==> config.mk <==
export PLATFORM = sky130hd
export DESIGN_NAME = fetch_decode_queue
export DESIGN_NICKNAME = d
export VERILOG_FILES = /design/src/rtl/fetch_decode_queue.sv
export SDC_FILE = /design/constraint.sdc
export NUM_CORES = 1
export LEC_CHECK = 0
export BUFFER_PORTS_ARGS = -buffer_cell sky130_fd_sc_hd__clkbuf_2
export CORE_MARGIN = 8
export CORE_UTILIZATION = 55
export CTS_BUF_LIST = sky130_fd_sc_hd__clkbuf_4 sky130_fd_sc_hd__clkbuf_8
export DETAILED_ROUTE_END_ITERATION = 16
export PLACE_DENSITY = 0.77
export SYNTH_ARGS = -nofsm -noshare
export SYNTH_HDL_FRONTEND = slang
export SYNTH_SLANG_ARGS = --single-unit
==> constraint.sdc <==
create_clock -name clock -period 9.8 [get_ports clock]
set_input_delay 0 -clock clock [delete_from_list [all_inputs] [get_ports clock]]
set_output_delay 0 -clock clock [all_outputs]
set_load 0.005 [all_outputs]
==> src/rtl/fetch_decode_queue.sv <==
// In-order {insn, pc} queue between fetch and decode with valid/stall handshake and flush.
// Optional zero-latency empty-queue bypass is enabled by defining FDQ_BYPASS_EN.
module fetch_decode_queue #(
    parameter int DEPTH = 4,
    parameter int PTR_W = 2
) (
    input  logic             clock,
    input  logic             reset,
    input  logic [0:31]      in_insn,
    input  logic [0:31]      in_pc,
    input  logic             in_valid,
    output logic             in_stall,
    output logic [0:31]      out_insn,
    output logic [0:31]      out_pc,
    output logic             out_valid,
    input  logic             out_stall,
    input  logic             flush,
    output logic [0:PTR_W]   count
);

    localparam logic [0:PTR_W] FULL_COUNT = (PTR_W + 1)'(DEPTH);
    localparam logic [0:PTR_W] ZERO_COUNT = '0;

    logic [PTR_W-1:0]        rd_ptr_reg;
    logic [PTR_W-1:0]        rd_ptr_next;
    logic [PTR_W-1:0]        wr_ptr_reg;
    logic [PTR_W-1:0]        wr_ptr_next;
    logic [0:PTR_W]          count_reg;
    logic [0:PTR_W]          count_next;
    logic [0:DEPTH-1][0:31]  insn_mem;
    logic [0:DEPTH-1][0:31]  pc_mem;
    logic                    stored_valid;
    logic                    bypass_active;
    logic                    bypass_take;
    logic                    push;
    logic                    pop;

    assign stored_valid = (count_reg != ZERO_COUNT);
    // Full is decoded from registered occupancy only, so decode stall never reaches fetch stall.
    assign in_stall     = (count_reg == FULL_COUNT);
    assign count        = count_reg;

`ifdef FDQ_BYPASS_EN
    assign bypass_active = !stored_valid && in_valid && !flush;
`else
    assign bypass_active = 1'b0;
`endif

    // A bypassed word that decode accepts this cycle is never written into the buffer.
    assign bypass_take = bypass_active && !out_stall;
    assign push        = in_valid && !in_stall && !flush && !bypass_take;
    assign pop         = stored_valid && !out_stall && !flush;

    generate
        for (genvar gi = 0; gi < DEPTH; gi++) begin : g_entry
            logic [0:31] insn_reg;
            logic [0:31] pc_reg;
            logic        write_en;

            assign write_en = push && (wr_ptr_reg == PTR_W'(gi));

            always_ff @(posedge clock or posedge reset) begin
                if (reset) begin
                    insn_reg <= '0;
                    pc_reg   <= '0;
                end else if (write_en) begin
                    insn_reg <= in_insn;
                    pc_reg   <= in_pc;
                end
            end

            assign insn_mem[gi] = insn_reg;
            assign pc_mem[gi]   = pc_reg;
        end
    endgenerate

    always_comb begin
        out_valid = stored_valid;
        out_insn  = insn_mem[rd_ptr_reg];
        out_pc    = pc_mem[rd_ptr_reg];
        if (bypass_active) begin
            out_valid = 1'b1;
            out_insn  = in_insn;
            out_pc    = in_pc;
        end
    end

    // Flush wins over push and pop; stored words are left in place and simply become unreachable.
    always_comb begin
        rd_ptr_next = rd_ptr_reg;
        wr_ptr_next = wr_ptr_reg;
        count_next  = count_reg;
        if (flush) begin
            rd_ptr_next = '0;
            wr_ptr_next = '0;
            count_next  = '0;
        end else begin
            if (push) begin
                wr_ptr_next = wr_ptr_reg + PTR_W'(1);
            end
            if (pop) begin
                rd_ptr_next = rd_ptr_reg + PTR_W'(1);
            end
            case ({push, pop})
                2'b10:   count_next = count_reg + (PTR_W + 1)'(1);
                2'b01:   count_next = count_reg - (PTR_W + 1)'(1);
                default: count_next = count_reg;
            endcase
        end
    end

    always_ff @(posedge clock or posedge reset) begin
        if (reset) begin
            rd_ptr_reg <= '0;
            wr_ptr_reg <= '0;
            count_reg  <= '0;
        end else begin
            rd_ptr_reg <= rd_ptr_next;
            wr_ptr_reg <= wr_ptr_next;
            count_reg  <= count_next;
        end
    end

endmodule

# Yosys cells after proc, flatten, opt, wreduce, memory -nomap -nowiden
# Index checks and enable logic that the tools add are counted.
# classes
add_sub_neg	4
n_lt_le_gt_ge	1
n_eq_ne	6
mux	12
bitwise_logic	1
reduce_logical	16
# op_table
operator	count
32-bit binary-select mux with 2-bit select	2
32-bit two-way mux	4
1-bit logical AND	8
2-bit two-way mux	4
2-bit == test, second input constant	3
3-bit case mux with 2 select lines	1
3-bit nonzero test	2
2-bit by 1-bit adder with 2-bit output, second input constant	2
2-bit by 1-bit == test with 1-bit output, second input constant	2
2-bit nonzero test	2
3-bit by 1-bit adder with 3-bit output, second input constant	1
3-bit == test, second input constant	1
3-bit greater-or-equal comparator, second input constant	1
1-bit logical NOT	3
3-bit two-way mux	1
2-bit inverter with 3-bit output	1
3-bit by 1-bit subtractor with 3-bit output, second input constant	1
2-bit logical NOT	1
# totals
register_bits	263
input_bits	69
output_inout_bits	69
wordCells	51

# Depth between registers and ports, before layout
# Gate-level depths: netlist of the first run.
# logic_depth
ltp_word	7
ltp_mapped	8
ltp_nobuf	6

# Worst setup path before layout of the first run
# OpenSTA, ideal clock, no wires.
# synth_timing
path_kind	register to register
startpoint	register count_reg, in the netlist count[2]
endpoint	register count_reg, in the netlist count[1]
setup_time_ps	140
arrival_time_ps	2541
required_time_ps	9660
path_slack_ps	7120
path_stages_with_launch	9
path_buffers	2
synth_period_minus_slack_ps	2680
path_cell_list	dfrtp_1 -> buf_6 -> or3b_1 -> buf_6 -> a2111oi_0 -> fa_1 -> a21boi_0 -> a2111oi_0 -> a211oi_1
# synth_via
elab_chain_cells	7
word_cells_on_any_way	14
cone_classes	add/sub (2); eq/ne (3); mux (2); reduce/logical (7)
# synth_rtl
item	line	source
start: declaration	28	logic [0:PTR_W] count_reg;
start signal: assignment	120	count_reg <= count_next;
3-bit == test	40	assign in_stall = (count_reg == FULL_COUNT);
1-bit logical NOT	51	assign push = in_valid && !in_stall && !flush && !bypass_take;
1-bit logical AND (2 in a row)	51	
2-bit by 1-bit == test with 1-bit output / 2-bit == test (equally long branches)	104	case ({push, pop})
3-bit case mux with 2 select lines	104	
3-bit two-way mux	93	if (flush) begin
# Several ways; a longest one is shown, not always the timed one.
# A chain may end at the register's enable or synchronous reset.

# Worst setup path after layout of the first run
# Ends and elaborated chain as after synthesis.

==> summary.txt, run 1 <==
Pwr Density = 277 nW/µm²
Max H-tree Level = 2
Hold Violations, Final = 0
Input/output buffers = 137
Min Tclk post-route = 3.14 ns
Critical-path maximum fanout = 12
Vias in the first global route = 7850
Mux contribution to synthesized area = 38.9%
Residual DRC = 0
Die Span X = 165 µm
Synth Area in Adders = 0.570%
XOR/XNOR Fraction of Synth Area = 0.0713%
Gate Count Post-Synth = 689
Worst-margin pin slew = 1.19 ns
CP Data Required Time = 10.19 ns
Final setup fails = 0
Fmax = 0.319 GHz
Final period util = 32.0%
Register area share after synthesis = 53.6%
WHS = 0.251 ns
Critical Setup Path Class = reg2reg
Worst-path clk slew = 0.06 ns
Post-Synth Simple-Gate Area = 1.40%
Dpl hpwl = 16200 µm
Via count = 6875
RSZ-0062 raised after global routing = false
Pre-CTS setup slack = 6.72 ns
Area Overhead vs Synth = 19.1%
Critical Path AT = 3.52 ns
Crit path from = count[2]$_DFFE_PP0P_
Final WS setup = 6.66 ns
Remaining antenna violation count = 0
Die ar. = 27400 µm²
First DRT Iteration DRCs = 424
Top_reg_cell synth = dfrtp_1
GRT overflow = 0
Slowest Stage Delay on Critical Path = 0.66 ns
Post-Synthesis Mean Instance Area = 17.8 µm²
Share of synthesized flip-flops with an asynchronous set or reset = 100%
Vias per cell = 5.64
Initial Util = 56.1%
Most frequent cells in the layout = dfrtp_1, clkbuf_2, mux2_2
#FFs+latches synth = 263
Top post-synthesis cells by area = dfrtp_1, mux2_4, mux2_2
Post-route cell area = 14600 µm²
RePlAce Congestion = 0.779
I/O pin total = 138
WL per Instance = 21.6 µm
Later-pin clock latency in the skew report = 0.53 ns
Clk_skew = 0.0116 ns
Cell total after placement = 1067
Pre-Repair DR Iteration Count = 4
CP Capture Type = flip-flop
Die H = 165 µm
Number of synthesized flops with an enable pin = 0
Cell Area, Placed = 12900 µm²
Crit Reg-Reg Startpoint = count[2]$_DFFE_PP0P_
Setup TNS = 0 ns
Leakage = 6.99 nW
Post-synthesis compound-gate area fraction = 1.33%
CTS tree = done
First-pass GRT wire length = 43100 µm
Fin util = 66.8%
Synth area leader = dfrtp_1
Netlist Area Pre-Place = 12300 µm²
CP Launch Type = flip-flop
Num rows = 54
Layout cells sized above 1 = 59.2%
Tightest Hold Check Type = in2async
Clk sinks = 263
Ys Warns = 0
Post-synth top area share = 53.6%
Status = finished clean
Antenna violations before repair = 2
Core area = 21900 µm²
Non-Filler Instances = 1220
Total CTS buffers = 45
Buf/Inv on CP = 0
Max-slew violation count = 0
GRT Overall Usage = 19.9%
CP max stage cell = a2111oi_0
Root Driver = clkbuf_8
Slew HR = 20.4%
Max Root-Sink Buffers = 3
Power, Total = 4.05 mW
Synth cell types = 38
Nets = 977
Crit-path cells = or3b_1 -> a2111oi_0 -> fa_1 -> a21boi_0 -> a2111oi_0 -> a211oi_1
Syn nets = 763
Worst VDD drop = 130 µV
Post-CTS sizing = 0
Largest net degree at the start of global routing = 144
DRT Wirelength = 26400 µm
Largest family of logic cells by synthesized area = multiplexers
Commonest non-fill, non-tap cell in the layout = dfrtp_1
# Max-Cap Violations = 0
Most numerous cell on the critical path = a2111oi_0
Crit path max-delay family = compound AO/OA/AOI/OAI gates
per-layer routing:
metal	GRT usage, %	share of wire (%)	wire, µm	vias up
met2	31.9	49	12900	168
met5	0	0	0	-
met4	4.46	1.3	348	0
met1	27.4	44	11700	3655
met3	4.59	5.6	1470	38
li1	-	-	-	3014
cell usage after synthesis (2+ instances only):
master and count:
nand2_1 3, mux2_4 120, nand3_1 3, a211oi_1 2
dfrtp_1 263, mux2_1 2, o21ai_0 3, nor2b_1 2
nand3_4 4, buf_1 4, buf_2 7, clkbuf_1 8
a21boi_0 2, ha_1 4, mux4_2 64, a2111oi_0 3
buf_12 12, mux2_2 134, a21o_1 2, buf_6 14
inv_1 8, a21oi_1 8, nand2b_1 2
power breakdown:
part / total [mW] / switching, mW / internal [mW]
clock network: 1.07 / 0.430 / 0.645
logic: 1.21 / 0.417 / 0.795
registers: 1.77 / 0.263 / 1.50
total: 4.05 / 1.11 / 2.94
worst min-delay path, delay by kind of cell:
family                 cells  cell delay [ns]
buffers and inverters      3             1.34
path summary, 6_finish.rpt:
check / to / slack (ns) / depth (start not counted)
max in group asynchronous: rd_ptr_reg[0]$_DFFE_PP0P_ / 7.36 / 5
min in group clock: g_entry[2].pc_reg[14]$_DFFE_PP0P_ / 0.29 / 3
worst max register to register: count[1]$_DFFE_PP0P_ / 6.66 / 6
worst min-delay path: g_entry[0].insn_reg[18]$_DFFE_PP0P_ / 0.25 / 3
worst min register to register: g_entry[0].insn_reg[16]$_DFFE_PP0P_ / 0.50 / 1
worst max-delay path: count[1]$_DFFE_PP0P_ / 6.66 / 6
timing repair:
item | 4_1_cts | 5_1_grt
hold buffers | 69 | 0
endpoints found under the hold margin | 405 | 0
setup buffers | 0 | 0
final cells by class:
cell class	instances	area, µm²
fillers	1493	7260
flip-flops and latches	263	6590
multi-input cells	372	5190
repair buffers	213	1430
clock buffers	79	1010
well taps	280	350
inverters	8	37.5
clock inverters	3	17.5
diodes	2	5.00
logic make-up (layout without fill, tap and decap cells):
group / Yosys count / count (layout)
muxes: 320 / 320
other: 0 / 2
xor gates and xnor gates: 1 / 1
DFF: 263 / 263
adders and majority gates: 5 / 5
AOI/OAI and AO/OA: 25 / 25
buffers and inverters: 54 / 303
and+or+nand+nor: 21 / 21
No activity file was read; power rests on OpenSTA's default activity.
==> run 2: changes to the inputs <==
- clock period: 9.8 -> 2.96 ns (I/O delays scaled with it)
==> summary.txt, run 2 (synthesis gave the netlist of run 1 again) <==
Die H = 165 µm (unchanged)
CTS tree = done (unchanged)
First-pass GRT wire length = 43600 µm (was 43100 µm)
Max Root-Sink Buffers = 3 (unchanged)
Initial Util = 56.1% (unchanged)
Crit Reg-Reg Startpoint = count[0]$_DFFE_PP0P_ (was count[2]$_DFFE_PP0P_)
Setup TNS = 0 ns (unchanged)
Worst VDD drop = 491 µV (was 130 µV)
Tightest Hold Check Type = in2async (unchanged)
Fmax = 0.360 GHz (was 0.319 GHz)
Hold Violations, Final = 0 (unchanged)
Int Pwr = 9.49 mW (was 2.94 mW)
Vias per cell = 5.69 (was 5.64)
Critical Path AT = 3.18 ns (was 3.52 ns)
Clk sinks = 263 (unchanged)
Residual DRC = 0 (unchanged)
Clk_skew = 0.0191 ns (was 0.0116 ns)
Commonest non-fill, non-tap cell in the layout = dfrtp_1 (unchanged)
Die ar. = 27400 µm² (unchanged)
Nets = 986 (was 977)
Dpl hpwl = 16600 µm (was 16200 µm)
First DRT Iteration DRCs = 384 (was 424)
Reg2Reg Depth = 6 (unchanged)
Total CTS buffers = 44 (was 45)
GRT overflow = 0 (unchanged)
Final setup fails = 0 (unchanged)
Largest net degree at the start of global routing = 191 (was 144)
Max-slew violation count = 0 (unchanged)
Final period util = 93.8% (was 32.0%)
Vias in the first global route = 8099 (was 7850)
Pwr Density = 896 nW/µm² (was 277 nW/µm²)
Power, Total = 13.1 mW (was 4.05 mW)
Num rows = 54 (unchanged)
Most frequent cells in the layout = dfrtp_1, clkbuf_2, mux2_2 (unchanged)
Slew HR = 28.8% (was 20.4%)
# Max-Cap Violations = 0 (unchanged)
Critical Setup Path Class = reg2reg (unchanged)
Net Sw Power = 3.64 mW (was 1.11 mW)
Die Span X = 165 µm (unchanged)
I/O pin total = 138 (unchanged)
Worst reg2reg endpoint = count[1]$_DFFE_PP0P_ (unchanged)
Root Driver = clkbuf_8 (unchanged)
WL per Instance = 21.9 µm (was 21.6 µm)
Sequential share of power = 44.5% (was 43.6%)
Via count = 6952 (was 6875)
Min Tclk post-route = 2.78 ns (was 3.14 ns)
# fillers = 1451 (was 1493)
Input/output buffers = 137 (unchanged)
Antenna violations before repair = 2 (unchanged)
Area Overhead vs Synth = 19.3% (was 19.1%)
Layout cells sized above 1 = 59.3% (was 59.2%)
Core area = 21900 µm² (unchanged)
DRT Wirelength = 26700 µm (was 26400 µm)
GRT Overall Usage = 20.2% (was 19.9%)
Max H-tree Level = 2 (unchanged)
Logic pwr share = 31.0% (was 29.9%)
CP Data Required Time = 3.36 ns (was 10.19 ns)
Worst-path clk slew = 0.07 ns (was 0.06 ns)
Remaining antenna violation count = 0 (unchanged)
Pre-Repair DR Iteration Count = 6 (was 4)
Status = finished clean (unchanged)
Worst-margin pin slew = 1.07 ns (was 1.19 ns)
Critical-path maximum fanout = 12 (unchanged)
Later-pin clock latency in the skew report = 0.55 ns (was 0.53 ns)
Slack of the worst reg-to-reg path = 0.18 ns (was 6.66 ns)
Clk pwr share = 24.5% (was 26.5%)
Switching share of power = 27.7% (was 27.4%)
Leakage = 7.00 nW (was 6.99 nW)
RePlAce Congestion = 0.797 (was 0.779)
# Post-CTS Setup Buffers = 0 (unchanged)
CP Launch Type = flip-flop (unchanged)
CP Capture Type = flip-flop (unchanged)
==> run 2: power by group through the flow <==
stage	Combinational [mW]	Clock [mW]	Sequential, mW
6_report	4.07	3.22	5.84
5_1_grt	4.40	3.48	6.02
4_1_cts	4.13	3.30	5.85
3_5_place_dp	4.03	0	5.90
3_3_place_gp	3.86	0	5.71
2_1_floorplan	3.01	0	5.48
==> run 2: through the flow <==
stage | instance area [µm²] | worst slack (ns) | hold WS (ns) | utilization, % | instances
finish | 14700 | 0.184 | 0.275 | 67.0 | 1222
CTS | 14700 | 0.134 | 0.235 | 66.9 | 1220
detailed placement | 13100 | 0.125 | 0.278 | 59.7 | 1077
global route | 14700 | -0.0148 | 0.263 | 67.0 | 1222
global placement | 13100 | 0.358 | 0.260 | 59.7 | 1077
floorplan | 12300 | -0.510 | 0.132 | - | 689
==> run 2: how the worst max path moves through the flow <==
stage               slack [ns]            startpoint  cells past startpoint              endpoint
floorplan                -0.51                 reset                      1  count[0]$_DFFE_PP0P_
global placement          0.36  count[1]$_DFFE_PP0P_                      6  count[1]$_DFFE_PP0P_
detailed placement        0.13  count[0]$_DFFE_PP0P_                      6  count[1]$_DFFE_PP0P_
CTS                       0.13  count[0]$_DFFE_PP0P_                      6  count[1]$_DFFE_PP0P_
global route             -0.01  count[0]$_DFFE_PP0P_                      6  count[1]$_DFFE_PP0P_
finish                    0.18  count[0]$_DFFE_PP0P_                      6  count[1]$_DFFE_PP0P_
==> run 2: final cells by class <==
cell class	count	area, µm²	area share [%]
timing repair buffer	223	1600	10.9
tap	280	350	2.39
multi-input combinational	372	5190	35.4
clock inverter	3	21.3	0.145
clock buffer	71	865	5.90
sequential	263	6590	45.0
antenna	2	5.00	0.0341
inverter	8	33.8	0.230
==> run 2: per-layer routing <==
| metal | routed length (µm) | share of wire [%] | global-route usage [%] | up-vias |
|---|---|---|---|---|
| met5 | 0 | 0 | 0 | - |
| met4 | 448 | 1.7 | 5.44 | 0 |
| met3 | 1700 | 6.4 | 4.86 | 46 |
| met2 | 13200 | 50 | 33.2 | 205 |
| met1 | 11300 | 42 | 26.6 | 3683 |
| li1 | - | - | - | 3018 |
==> run 2: critical path, cell delays in order (launching register included) <==
cell,delay (ns)
dfrtp_1,0.54
or3b_1,0.43
a2111oi_1,0.48
fa_1,0.51
a21boi_0,0.14
a2111oi_0,0.43
a211oi_1,0.11
==> run 2: timing repair <==
item | CTS | global route
gates resized for setup | 0 | 1
setup endpoints to repair | 0 | 1
hold endpoints to repair | 526 | 0
hold buffers | 69 | 0
==> run 3: changes to the inputs <==
- RECOVER_POWER: not set -> 50
==> summary.txt, run 3 (synthesis gave the netlist of run 1 again) <==
Status = finished with violations (was finished clean)
GRT overflow = 0 (unchanged)
CP Launch Type = flip-flop (unchanged)
Num rows = 54 (unchanged)
Area Overhead vs Synth = 18.8% (was 19.3%)
Final period util = 93.5% (was 93.8%)
CTS tree = done (unchanged)
Net Sw Power = 3.64 mW (about the same)
Reg2Reg Depth = 6 (unchanged)
Critical Path AT = 3.17 ns (was 3.18 ns)
Cell total after placement = 1077 (unchanged)
Commonest non-fill, non-tap cell in the layout = dfrtp_1 (unchanged)
Power, Total = 13.1 mW (about the same)
Max-slew violation count = 74 (was 0)
Critical Setup Path Class = reg2reg (unchanged)
Max H-tree Level = 2 (unchanged)
Max Root-Sink Buffers = 3 (unchanged)
Worst Hold Path EP = g_entry[3].insn_reg[29]$_DFFE_PP0P_
Die Span X = 165 µm (unchanged)
Non-Filler Instances = 1222 (unchanged)
Dpl hpwl = 16600 µm (unchanged)
Violated checks = max-capacitance violations, max-slew violations
Via count = 6962 (was 6952)
Hold Violations, Final = 0 (unchanged)
Int Pwr = 9.46 mW (was 9.49 mW)
Leakage = 6.95 nW (was 7.00 nW)
Most frequent cells in the layout = dfrtp_1, clkbuf_2, mux2_2 (unchanged)
Worst VDD drop = 489 µV (was 491 µV)
RePlAce Congestion = 0.797 (unchanged)
Tightest Hold Check Type = in2reg (was in2async)
Residual DRC = 0 (unchanged)
Input/output buffers = 137 (unchanged)
Worst-path clk slew = 0.06 ns (was 0.07 ns)
Nets = 986 (unchanged)
CP Data Required Time = 3.36 ns (about the same)
Layout cells sized above 1 = 57.9% (was 59.3%)
Core area = 21900 µm² (unchanged)
Fmax = 0.361 GHz (was 0.360 GHz)
Later-pin clock latency in the skew report = 0.54 ns (was 0.55 ns)
First-pass GRT wire length = 43600 µm (unchanged)
Logic pwr share = 30.9% (was 31.0%)
Min Tclk post-route = 2.77 ns (was 2.78 ns)
Total CTS buffers = 44 (unchanged)
Root Driver = clkbuf_8 (unchanged)
Final setup fails = 0 (unchanged)
Vias in the first global route = 8099 (unchanged)
WHS = 0.260 ns (was 0.275 ns)
Die H = 165 µm (unchanged)
Critical-path maximum fanout = 12 (unchanged)
Pwr Density = 898 nW/µm² (was 896 nW/µm²)
# Post-CTS Setup Buffers = 0 (unchanged)
Worst-margin pin slew = 1.78 ns (was 1.07 ns)
I/O pin total = 138 (unchanged)
Hold Crit Depth = 3
Vias per cell = 5.70 (was 5.69)
Post-route cell area = 14600 µm² (was 14700 µm²)
Remaining antenna violation count = 0 (unchanged)
Clk pwr share = 24.5% (about the same)
Slew HR = -18.9% (was 28.8%)
Die ar. = 27400 µm² (unchanged)
Clk_skew = 0.0209 ns (was 0.0191 ns)
DRT Wirelength = 26700 µm (about the same)
Worst reg2reg endpoint = count[1]$_DFFE_PP0P_ (unchanged)
Pre-Repair DR Iteration Count = 5 (was 6)
HP Start = in_insn[29]
Largest net degree at the start of global routing = 191 (unchanged)
CP Capture Type = flip-flop (unchanged)
# Max-Cap Violations = 1 (was 0)
# fillers = 1473 (was 1451)
Slack of the worst reg-to-reg path = 0.19 ns (was 0.18 ns)
Sequential share of power = 44.6% (was 44.5%)
GRT Overall Usage = 20.2% (unchanged)
Clk sinks = 263 (unchanged)
WL per Instance = 21.9 µm (about the same)
Cell Area, Placed = 13100 µm² (unchanged)
Crit Reg-Reg Startpoint = count[0]$_DFFE_PP0P_ (unchanged)
First DRT Iteration DRCs = 408 (was 384)
Antenna violations before repair = 2 (unchanged)
Initial Util = 56.1% (unchanged)
Switching share of power = 27.8% (was 27.7%)
==> run 3: cell types whose count changed in the layout (fill, tap and decap cells not counted), moves of 2 or more <==
cell / previous run / this run
mux2_1: 2 / 11
mux2_4: 120 / 111
clkbuf_2: 137 / 135
buf_4: 9 / 7
clkbuf_1: 0 / 4
==> run 3: routing by layer <==
metal	track usage (%)	vias to the layer above	wire, µm
li1	-	3026	-
met1	26.6	3681	11400
met2	33.2	201	13200
met3	4.86	54	1700
met4	5.44	0	461
met5	0	-	0
==> run 3: stage by stage <==
stage	setup TNS [ns]	setup slack (ns)	util, %
final	0	0.192	66.7
after floorplan	-134.01	-0.510	-
after global placement	0	0.358	59.7
after CTS	0	0.134	66.9
after detailed placement	0	0.125	59.7
after global routing	-0.0124	-0.0124	66.7
==> run 3: how the worst max path moves through the flow <==
stage	start	end	slack (ns)	depth (start not counted)
6_report	count[0]$_DFFE_PP0P_	count[1]$_DFFE_PP0P_	0.19	6
5_1_grt	count[0]$_DFFE_PP0P_	count[1]$_DFFE_PP0P_	-0.01	6
4_1_cts	count[0]$_DFFE_PP0P_	count[1]$_DFFE_PP0P_	0.13	6
3_5_place_dp	count[0]$_DFFE_PP0P_	count[1]$_DFFE_PP0P_	0.13	6
3_3_place_gp	count[1]$_DFFE_PP0P_	count[1]$_DFFE_PP0P_	0.36	6
2_1_floorplan	reset	count[0]$_DFFE_PP0P_	-0.51	1
==> run 3: worst max-delay path, stage by stage, from the launching register on <==
cell and delay, ns:
dfrtp_1 0.54, or3b_1 0.43, a2111oi_1 0.47, fa_1 0.51
a21boi_0 0.14, a2111oi_0 0.43, a211oi_1 0.11
==> run 3: timing repair <==
item / CTS / global route
setup endpoints to repair: 0 / 1
hold buffers: 69 / 0
endpoints found under the hold margin: 526 / 0
resized for setup: 0 / 1
==> run 3: layout make-up <==
type                            instances  area [µm²]  area share (%)
Inverter                                8        31.3           0.214
Multi-Input combinational cell        372        5150            35.3
Clock inverter                          3        21.3           0.146
Sequential cell                       263        6590            45.2
Tap cell                              280         350            2.40
Antenna cell                            2        5.00          0.0343
Timing Repair Buffer                  223        1580            10.8
Clock buffer                           71         865            5.93
==> run 3: power groups by stage <==
stage	combinational, mW	clock (mW)	sequential [mW]
finish	4.04	3.21	5.84
global route	4.37	3.48	6.02
CTS	4.13	3.30	5.85
detailed placement	4.03	0	5.90
global placement	3.86	0	5.71
floorplan	3.01	0	5.48
